===== config.mk =====
export PLATFORM = sky130hd
export DESIGN_NAME = reset_sequencer
export DESIGN_NICKNAME = d
export VERILOG_FILES = /design/src/rtl/reset_sequencer.sv
export SDC_FILE = /design/constraint.sdc
export NUM_CORES = 1
export LEC_CHECK = 0
export CELL_PAD_IN_SITES_DETAIL_PLACEMENT = 0
export CELL_PAD_IN_SITES_GLOBAL_PLACEMENT = 1
export CORE_UTILIZATION = 39
export CTS_BUF_LIST = sky130_fd_sc_hd__clkbuf_8
export DETAILED_ROUTE_END_ITERATION = 8
export MAX_ROUTING_LAYER = met4
export PLACE_DENSITY_LB_ADDON = 0.1
export SETUP_SLACK_MARGIN = 0.05
export SYNTH_ARGS = -nofsm -noshare
export SYNTH_HDL_FRONTEND = slang
export SYNTH_SLANG_ARGS = --single-unit

===== constraint.sdc =====
create_clock -name clk -period 1.8 [get_ports clk]
set_input_delay 0.36 -clock clk [delete_from_list [all_inputs] [get_ports clk]]
set_output_delay 0.36 -clock clk [all_outputs]
set_load 0.05 [all_outputs]

===== src/rtl/reset_sequencer.sv =====
// Reset sequencer: releases NUM_STAGES downstream resets one at a time in
// index order, with a fixed gap before each release and an optional bounded
// wait for the previous stage's ready acknowledge. Supports a software
// re-reset once the sequence has completed. Every output comes straight
// from a flop.
module reset_sequencer #(
    parameter int NUM_STAGES    = 4,
    parameter int STAGE_DELAY   = 16,
    parameter int ACK_TIMEOUT   = 64,
    parameter int SW_RST_CYCLES = 8,
    parameter int CNT_WIDTH     = 8
) (
    input  logic                  clk,
    input  logic                  reset_n,
    input  logic                  sw_rst_req,
    input  logic [NUM_STAGES-1:0] stage_ack,
    output logic [NUM_STAGES-1:0] rst_n_out,
    output logic                  seq_done,
    output logic                  busy,
    output logic                  ack_timeout_err
);

    localparam int IDX_W = (NUM_STAGES > 1) ? $clog2(NUM_STAGES) : 1;
    localparam int MAX_A = (STAGE_DELAY > ACK_TIMEOUT) ? STAGE_DELAY : ACK_TIMEOUT;
    localparam int MAX_V = (MAX_A > SW_RST_CYCLES) ? MAX_A : SW_RST_CYCLES;

    // Terminal counts; ACK_TIMEOUT=0 never reaches WAIT_ACK, so its value is moot.
    localparam logic [CNT_WIDTH-1:0] DELAY_LAST = CNT_WIDTH'(STAGE_DELAY - 1);
    localparam logic [CNT_WIDTH-1:0] ACK_LAST   = CNT_WIDTH'((ACK_TIMEOUT > 0) ? ACK_TIMEOUT - 1 : 0);
    localparam logic [CNT_WIDTH-1:0] SW_LAST    = CNT_WIDTH'(SW_RST_CYCLES - 1);
    localparam logic [IDX_W-1:0]     IDX_LAST   = IDX_W'(NUM_STAGES - 1);

    generate
        if (NUM_STAGES < 1 || NUM_STAGES > 16) begin : g_bad_stages
            $error("reset_sequencer: NUM_STAGES must be 1..16");
        end
        if (STAGE_DELAY < 1 || SW_RST_CYCLES < 1 || ACK_TIMEOUT < 0) begin : g_bad_timing
            $error("reset_sequencer: STAGE_DELAY and SW_RST_CYCLES must be >= 1");
        end
        if (CNT_WIDTH < 1 || CNT_WIDTH > 31 || MAX_V > (2 ** CNT_WIDTH) - 1) begin : g_bad_cnt
            $error("reset_sequencer: CNT_WIDTH too narrow for the configured delays");
        end
    endgenerate

    typedef enum logic [1:0] {
        S_DELAY,
        S_WAIT_ACK,
        S_DONE,
        S_SWRST
    } state_t;

    state_t                  state_q, state_d;
    logic [CNT_WIDTH-1:0]    cnt_q, cnt_d;
    logic [IDX_W-1:0]        idx_q, idx_d;
    logic [NUM_STAGES-1:0]   rst_q, rst_d;
    logic                    done_q, done_d;
    logic                    busy_q, busy_d;
    logic                    err_q, err_d;

    // State and output registers; reset forces every output to its safe value.
    always_ff @(posedge clk or negedge reset_n) begin
        if (!reset_n) begin
            state_q <= S_DELAY;
            cnt_q   <= '0;
            idx_q   <= '0;
            rst_q   <= '0;
            done_q  <= 1'b0;
            busy_q  <= 1'b1;
            err_q   <= 1'b0;
        end else begin
            state_q <= state_d;
            cnt_q   <= cnt_d;
            idx_q   <= idx_d;
            rst_q   <= rst_d;
            done_q  <= done_d;
            busy_q  <= busy_d;
            err_q   <= err_d;
        end
    end

    // Next-state logic; "advance" is either the move to DONE or to the next stage's DELAY.
    always_comb begin
        logic advance;
        state_d = state_q;
        cnt_d   = cnt_q;
        idx_d   = idx_q;
        rst_d   = rst_q;
        done_d  = done_q;
        err_d   = err_q;
        advance = 1'b0;

        unique case (state_q)
            S_DELAY: begin
                if (cnt_q == DELAY_LAST) begin
                    rst_d[idx_q] = 1'b1;
                    cnt_d        = '0;
                    if (ACK_TIMEOUT == 0) begin
                        advance = 1'b1;
                    end else begin
                        state_d = S_WAIT_ACK;
                    end
                end else begin
                    cnt_d = cnt_q + CNT_WIDTH'(1);
                end
            end
            S_WAIT_ACK: begin
                if (stage_ack[idx_q]) begin
                    advance = 1'b1;
                end else if (cnt_q == ACK_LAST) begin
                    err_d   = 1'b1;
                    advance = 1'b1;
                end else begin
                    cnt_d = cnt_q + CNT_WIDTH'(1);
                end
            end
            S_DONE: begin
                if (sw_rst_req) begin
                    rst_d   = '0;
                    done_d  = 1'b0;
                    cnt_d   = '0;
                    state_d = S_SWRST;
                end
            end
            S_SWRST: begin
                if (cnt_q == SW_LAST) begin
                    idx_d   = '0;
                    cnt_d   = '0;
                    err_d   = 1'b0;
                    state_d = S_DELAY;
                end else begin
                    cnt_d = cnt_q + CNT_WIDTH'(1);
                end
            end
            default: begin
                state_d = S_DELAY;
            end
        endcase

        if (advance) begin
            cnt_d = '0;
            if (idx_q == IDX_LAST) begin
                state_d = S_DONE;
                done_d  = 1'b1;
            end else begin
                idx_d   = idx_q + IDX_W'(1);
                state_d = S_DELAY;
            end
        end

        busy_d = (state_d != S_DONE);
    end

    // Released bits must stay contiguous from bit 0 upward.
    assert property (@(posedge clk) disable iff (!reset_n)
                     ((rst_q & (rst_q + NUM_STAGES'(1))) == '0));

    assign rst_n_out       = rst_q;
    assign seq_done        = done_q;
    assign busy            = busy_q;
    assign ack_timeout_err = err_q;

endmodule


==> flow_summary.json, run 1 <==
{
  "drc": 0,
  "async_flop_share_pct": 100,
  "drive_gt1_share_pct": 28.7,
  "period_minus_slack_ns": 1.68,
  "drt_first_pass_iters": 4,
  "peakVddDrop_uv": 778,
  "synth_ff_type": "dfrtp_1",
  "max_freq_ghz": 0.595,
  "grt_pass1_vias": 739,
  "slowest_delay_ns": 0.40,
  "grt_pass1_wl_mm": 3.49,
  "routed_wl_mm": 2.28,
  "antenna_cells": 0,
  "multiInputGateArea_sq_um": 576,
  "wl_met2_um": 979,
  "synth_top_cell_area_share_pct": 42.2,
  "synth_edf_count": 0,
  "syn-cell-area_sq_um": 1070,
  "cts_root_buffer": "clkbuf_8",
  "critPathLaunchType": "flop",
  "met1_length_mm": 1.20,
  "synthTopCellsByArea": "dfrtp_1 (42%), ha_1 (5.9%), nand2_1 (4.9%)",
  "wl_met3_um": 59,
  "ant_nets": 0,
  "synth_top_area_cell": "dfrtp_1",
  "setup.worst_path.class": "reg -> reg",
  "synth_fp_nets": 123,
  "routedWlPerCell_um": 13.7,
  "area_delta_synth_final_pct": 26.9,
  "design_area_sq_um": 1360,
  "fp.dieArea_sq_um": 2950,
  "gp_congestion": 0.781,
  "r2r_cells": 5,
  "startpoint": "cnt_q[0]",
  "tightestPinTransition_ns": 0.400,
  "hold_viol_final": 0,
  "slowest_stage": "dfrtp_1",
  "regArea_sq_um": 477,
  "clock_latency_ns": 0.26,
  "crit_required_ns": 1.94,
  "clk_pin_slew_ns": 0.07,
  "cts_num_sinks": 19,
  "die_w_um": 54.3,
  "crit_arrival_ns": 1.82,
  "fin_skew_ns": 0.00337,
  "fillers": 259,
  "slew_viol_final": 0,
  "die_h_um": 54.3,
  "nets": 149,
  "antenna_found_initial": 0,
  "relSlewSlack_pct": 73.3,
  "core_area_sq_um": 2520,
  "cts_max_level": 1,
  "grt_use_total_pct": 17.7,
  "total_power_uw": 1870,
  "top_layer": "met4",
  "num_vias": 878,
  "rsz0062_at_grt": "no",
  "synth_top_cells_by_count": "dfrtp_1 (18), nand2_1 (14), a21oi_1 (8), nor2_1 (8), nand3_1 (7)",
  "powerDensity_nw_per_um2": 1380,
  "ios": 14,
  "hold_slack_ns": 0.392,
  "post_dp_cell_area_sq_um": 1270,
  "status": "finished, final reports clean",
  "port_buffers": 13,
  "syn_avg_cell_area_sq_um": 9.63,
  "r2r_end": "cnt_q[0]",
  "rows": 18,
  "overflow": 0,
  "ctsHoldBuffers": 0,
  "numCtsBuffers": 3,
  "crit-reg2reg-launch": "cnt_q[0]",
  "grt_max_degree": 12,
  "hpwlAfterDp_mm": 1.69,
  "synth.most_common_cell": "dfrtp_1",
  "min_period_over_period_pct": 93.3,
  "start_util_pct": 42.4,
  "cts_tree": "built",
  "crit_chain": "ha_4 -> nand4bb_1 -> or3_4 -> and4_4 -> mux2_2",
  "viasPerCell": 5.29,
  "synth_warnings": 0,
  "crit_end": "cnt_q[0]",
  "r2r_slack_ns": 0.12,
  "cap_violations": 0,
  "drt-initial-drc-count": 14,
  "ys_seq_area_share_pct": 44.6,
  "synth_cell_types": 42,
  "min-delay-path-class": "in -> async",
  "leakagePower_uw": 0.000637,
  "path_max_fanout": 10,
  "setup_violations": 0,
  "syn_inst": 111,
  "synth_seq_cells": 19,
  "clock_path_buffers": 2,
  "cp-end-kind": "flop"
}
## cell usage in the layout, fill, tap and decap left out, drive strengths merged, types with 2 or more instances in the layout
master,instances
nand3,8
and3,2
a21oi,8
buf,19
a22o,3
dfrtp,18
or3,3
o21ai,6
inv,6
nor3,4
nor2,9
clkdlybuf4s50,6
ha,5
mux2i,2
nand4,2
clkbuf,3
nand2,14
## state kept, by name, indices dropped and copies added, names as in the netlist
signal           count
busy                 1
state_q              2
seq_done             1
cnt_q                8
idx_q                2
ack_timeout_err      1
rst_n_out            4
## how the worst min path moves through the flow
stage | depth (start not counted) | from | to
after floorplan | 0 | reset_n | ack_timeout_err
after global placement | 2 | rst_n_out[2] | rst_n_out[2]
after global routing | 1 | reset_n | state_q[0]
final | 1 | reset_n | cnt_q[4]
after detailed placement | 2 | rst_n_out[2] | rst_n_out[2]
after CTS | 1 | reset_n | cnt_q[4]
## per-layer routing
layer | global-route usage [%] | vias up
li1 | - | 444
met2 | 24.4 | 12
met3 | 2.50 | 4
met1 | 24.4 | 418
met4 | 10.3 | 0
met5 | - | -
## repair_timing
item | CTS | global route
setup endpoints to repair | 3 | 12
pin swaps | 0 | 1
gates resized for setup | 1 | 3
setup buffers | 0 | 2
## area by class of cell
cell class,instances,share of cell area (%)
clock buffers,3,3.04
well taps,30,2.77
inverters,5,1.38
clock inverters,1,0.277
repair buffers,25,14.9
flip-flops and latches,19,35.1
multi-input cells,83,42.4
## through the flow
stage	worst slack, ns	std cells	setup TNS (ns)	utilization (%)
6_report	0.121	166	0	53.8
4_1_cts	0.0649	164	0	52.6
3_3_place_gp	-0.122	160	-0.710	50.4
5_1_grt	0.0509	166	0	53.8
3_5_place_dp	-0.150	160	-0.899	50.4
2_1_floorplan	0.0589	111	0	-
## report_power, final
| part | switching [uW] | internal [uW] |
|---|---|---|
| logic | 510 | 414 |
| registers | 107 | 546 |
| clock network | 142 | 152 |
| total | 759 | 1110 |
## kinds of logic after synthesis
kind of cell	share of synthesized area [%]
XOR/XNOR	0.820
AND/OR/NAND/NOR	26.7
flip-flops	44.6
AO/OA/AOI/OAI	12.9
multiplexers	5.03
buffers and inverters	4.10
adder cells (fa/ha/maj)	5.85
## critical path: cells and delay by family (launching register included)
kind	cells	cell delay (ns)
simple gates	3	0.72
mux	1	0.27
fa+ha+maj	1	0.17
flops	1	0.40
Note: power is estimated with default switching activity, not from simulation.
==> run 2, diff against run 1 <==
- PLACE_DENSITY: default -> 0.76
- PLACE_DENSITY_LB_ADDON: 0.1 -> default
==> run 2 against run 1 <==
  * Register-to-register slack about the same
  * Largest cell class unchanged
  * Global-route usage up 1.1 points
  * Die area unchanged
  * Worst setup slack gained 0.0041 ns
  * Critical path depth unchanged
  * Power down 0.94%
  * Routed wire length is 3.1% lower
  * Core utilization decreased by 0.30 points
  * Worst hold slack worse by 0.0096 ns
  * Cell count shrank 0.60%
  * Clock-buffer cell count did not move
  * Via count increased by 2.1%
==> flow_summary.json, run 2 (synthesized netlist as in run 1, its figures left out) <==
{
  "status": "finished, final reports clean",
  "core_area_sq_um": 2520,
  "gp_congestion": 0.809,
  "cts_setup_buffers": 0,
  "slowest_stage": "dfrtp_1",
  "cts_tree": "built",
  "drt-initial-drc-count": 17,
  "drive_gt1_share_pct": 28.1,
  "drc": 0,
  "crit-reg2reg-launch": "cnt_q[7]",
  "routedWlPerCell_um": 13.4,
  "min_period_over_period_pct": 93.1,
  "grt_use_total_pct": 18.8,
  "clock_path_buffers": 2,
  "crit_arrival_ns": 1.87,
  "crit_required_ns": 1.99,
  "place_inst": 161,
  "crit_end": "rst_n_out[1]",
  "path_max_fanout": 5,
  "r2r_cells": 5,
  "cap_violations": 0,
  "overflow": 0,
  "max_freq_ghz": 0.597,
  "period_minus_slack_ns": 1.68,
  "cts_root_buffer": "clkbuf_8",
  "die_w_um": 54.3,
  "multiInputGateArea_sq_um": 576,
  "routed_wl_mm": 2.21,
  "drt_first_pass_iters": 4,
  "grt_max_degree": 12,
  "port_buffers": 13,
  "fin_util_pct": 53.5,
  "tightestPinTransition_ns": 0.384,
  "fin_setup_tns_ns": 0,
  "slew_viol_final": 0,
  "cts_max_level": 1,
  "rsz0062_at_grt": "yes",
  "die_h_um": 54.3,
  "startpoint": "cnt_q[7]",
  "slowest_delay_ns": 0.44,
  "largest_reg_flops": 8,
  "fin_skew_ns": 0.00259,
  "clock_latency_ns": 0.26,
  "antenna_cells": 0,
  "leakagePower_uw": 0.000632,
  "clk_pin_slew_ns": 0.07,
  "grt_pass1_wl_mm": 3.80,
  "r2r_end": "rst_n_out[1]",
  "numCtsBuffers": 3,
  "min-delay-path-class": "in -> async",
  "powerDensity_nw_per_um2": 1370,
  "fillers": 249,
  "peakVddDrop_uv": 782,
  "hpwlAfterDp_mm": 1.63,
  "viasPerCell": 5.43,
  "critPathLaunchType": "flop",
  "largest_register": "cnt_q",
  "ant_nets": 0,
  "ios": 14,
  "wl_met3_um": 71,
  "setup_violations": 0,
  "cp-end-kind": "flop",
  "start_util_pct": 42.4,
  "setup.worst_path.class": "reg -> reg",
  "r2r_slack_ns": 0.12,
  "nets": 148,
  "crit_chain": "or3_1 -> or3_4 -> nor3_4 -> a21oi_1 -> nor2_1",
  "hold_slack_ns": 0.383,
  "relSlewSlack_pct": 74.3,
  "layout_common_cells": "dfrtp_1 (18), buf_4 (18), nand2_1 (14)",
  "grt_pass1_vias": 856,
  "rows": 18,
  "fin_cells": 165,
  "wl_met2_um": 989,
  "hold_viol_final": 0,
  "regArea_sq_um": 477,
  "antenna_found_initial": 0,
  "top_layer": "met4",
  "cts_num_sinks": 19,
  "fp.dieArea_sq_um": 2950,
  "met1_length_mm": 1.11,
  "num_vias": 896,
  "area_delta_synth_final_pct": 26.2
}
[run 2: worst min-delay path by stage]
| stage | startpoint | end | cells after the start |
|---|---|---|---|
| 6_report | reset_n | ack_timeout_err | 1 |
| 2_1_floorplan | reset_n | ack_timeout_err | 0 |
| 3_3_place_gp | rst_n_out[1] | rst_n_out[1] | 2 |
| 3_5_place_dp | rst_n_out[3] | rst_n_out[3] | 2 |
| 4_1_cts | reset_n | state_q[1] | 1 |
| 5_1_grt | reset_n | state_q[1] | 1 |
[run 2: what timing repair did]
action | 4_1_cts | 5_1_grt
gates resized for setup | 0 | 4
hold endpoints to repair | 0 | 0
setup endpoints to repair | 0 | 12
hold buffers | 0 | 0
[run 2: area by class of cell]
type	instances	share of cell area, %
clock buffer	3	3.06
tap	30	2.78
clock inverter	1	0.278
sequential	19	35.3
inverter	5	1.39
timing repair buffer	24	14.5
multi-input combinational	83	42.7
[run 2: through the flow]
stage	total power (uW)	worst slack [ns]	area, sq um
6_report	1850	0.125	1350
5_1_grt	2010	0.0475	1350
4_1_cts	1830	0.0641	1320
3_5_place_dp	1520	-0.121	1280
3_3_place_gp	1510	-0.0802	1280
2_1_floorplan	1270	0.0589	1070
[run 2: where the power goes]
group	internal (uW)	leakage (uW)	switching [uW]
Combinational	408	0.000364	491
Clock	152	0.0000269	146
Sequential	546	0.000241	110
Total	1110	0.000632	747
[run 2: critical path: cells and delay by family (launching register included)]
kind / cells / cell delay, ns
AND/OR/NAND/NOR: 4 / 1.07
AO/OA/AOI/OAI: 1 / 0.10
flip-flops: 1 / 0.44
[run 2: routing by layer]
metal,vias to the layer above,global-route usage [%]
met5,-,-
met4,0,8.12
met3,5,3.33
met2,19,27.2
met1,432,25.6
li1,440,-
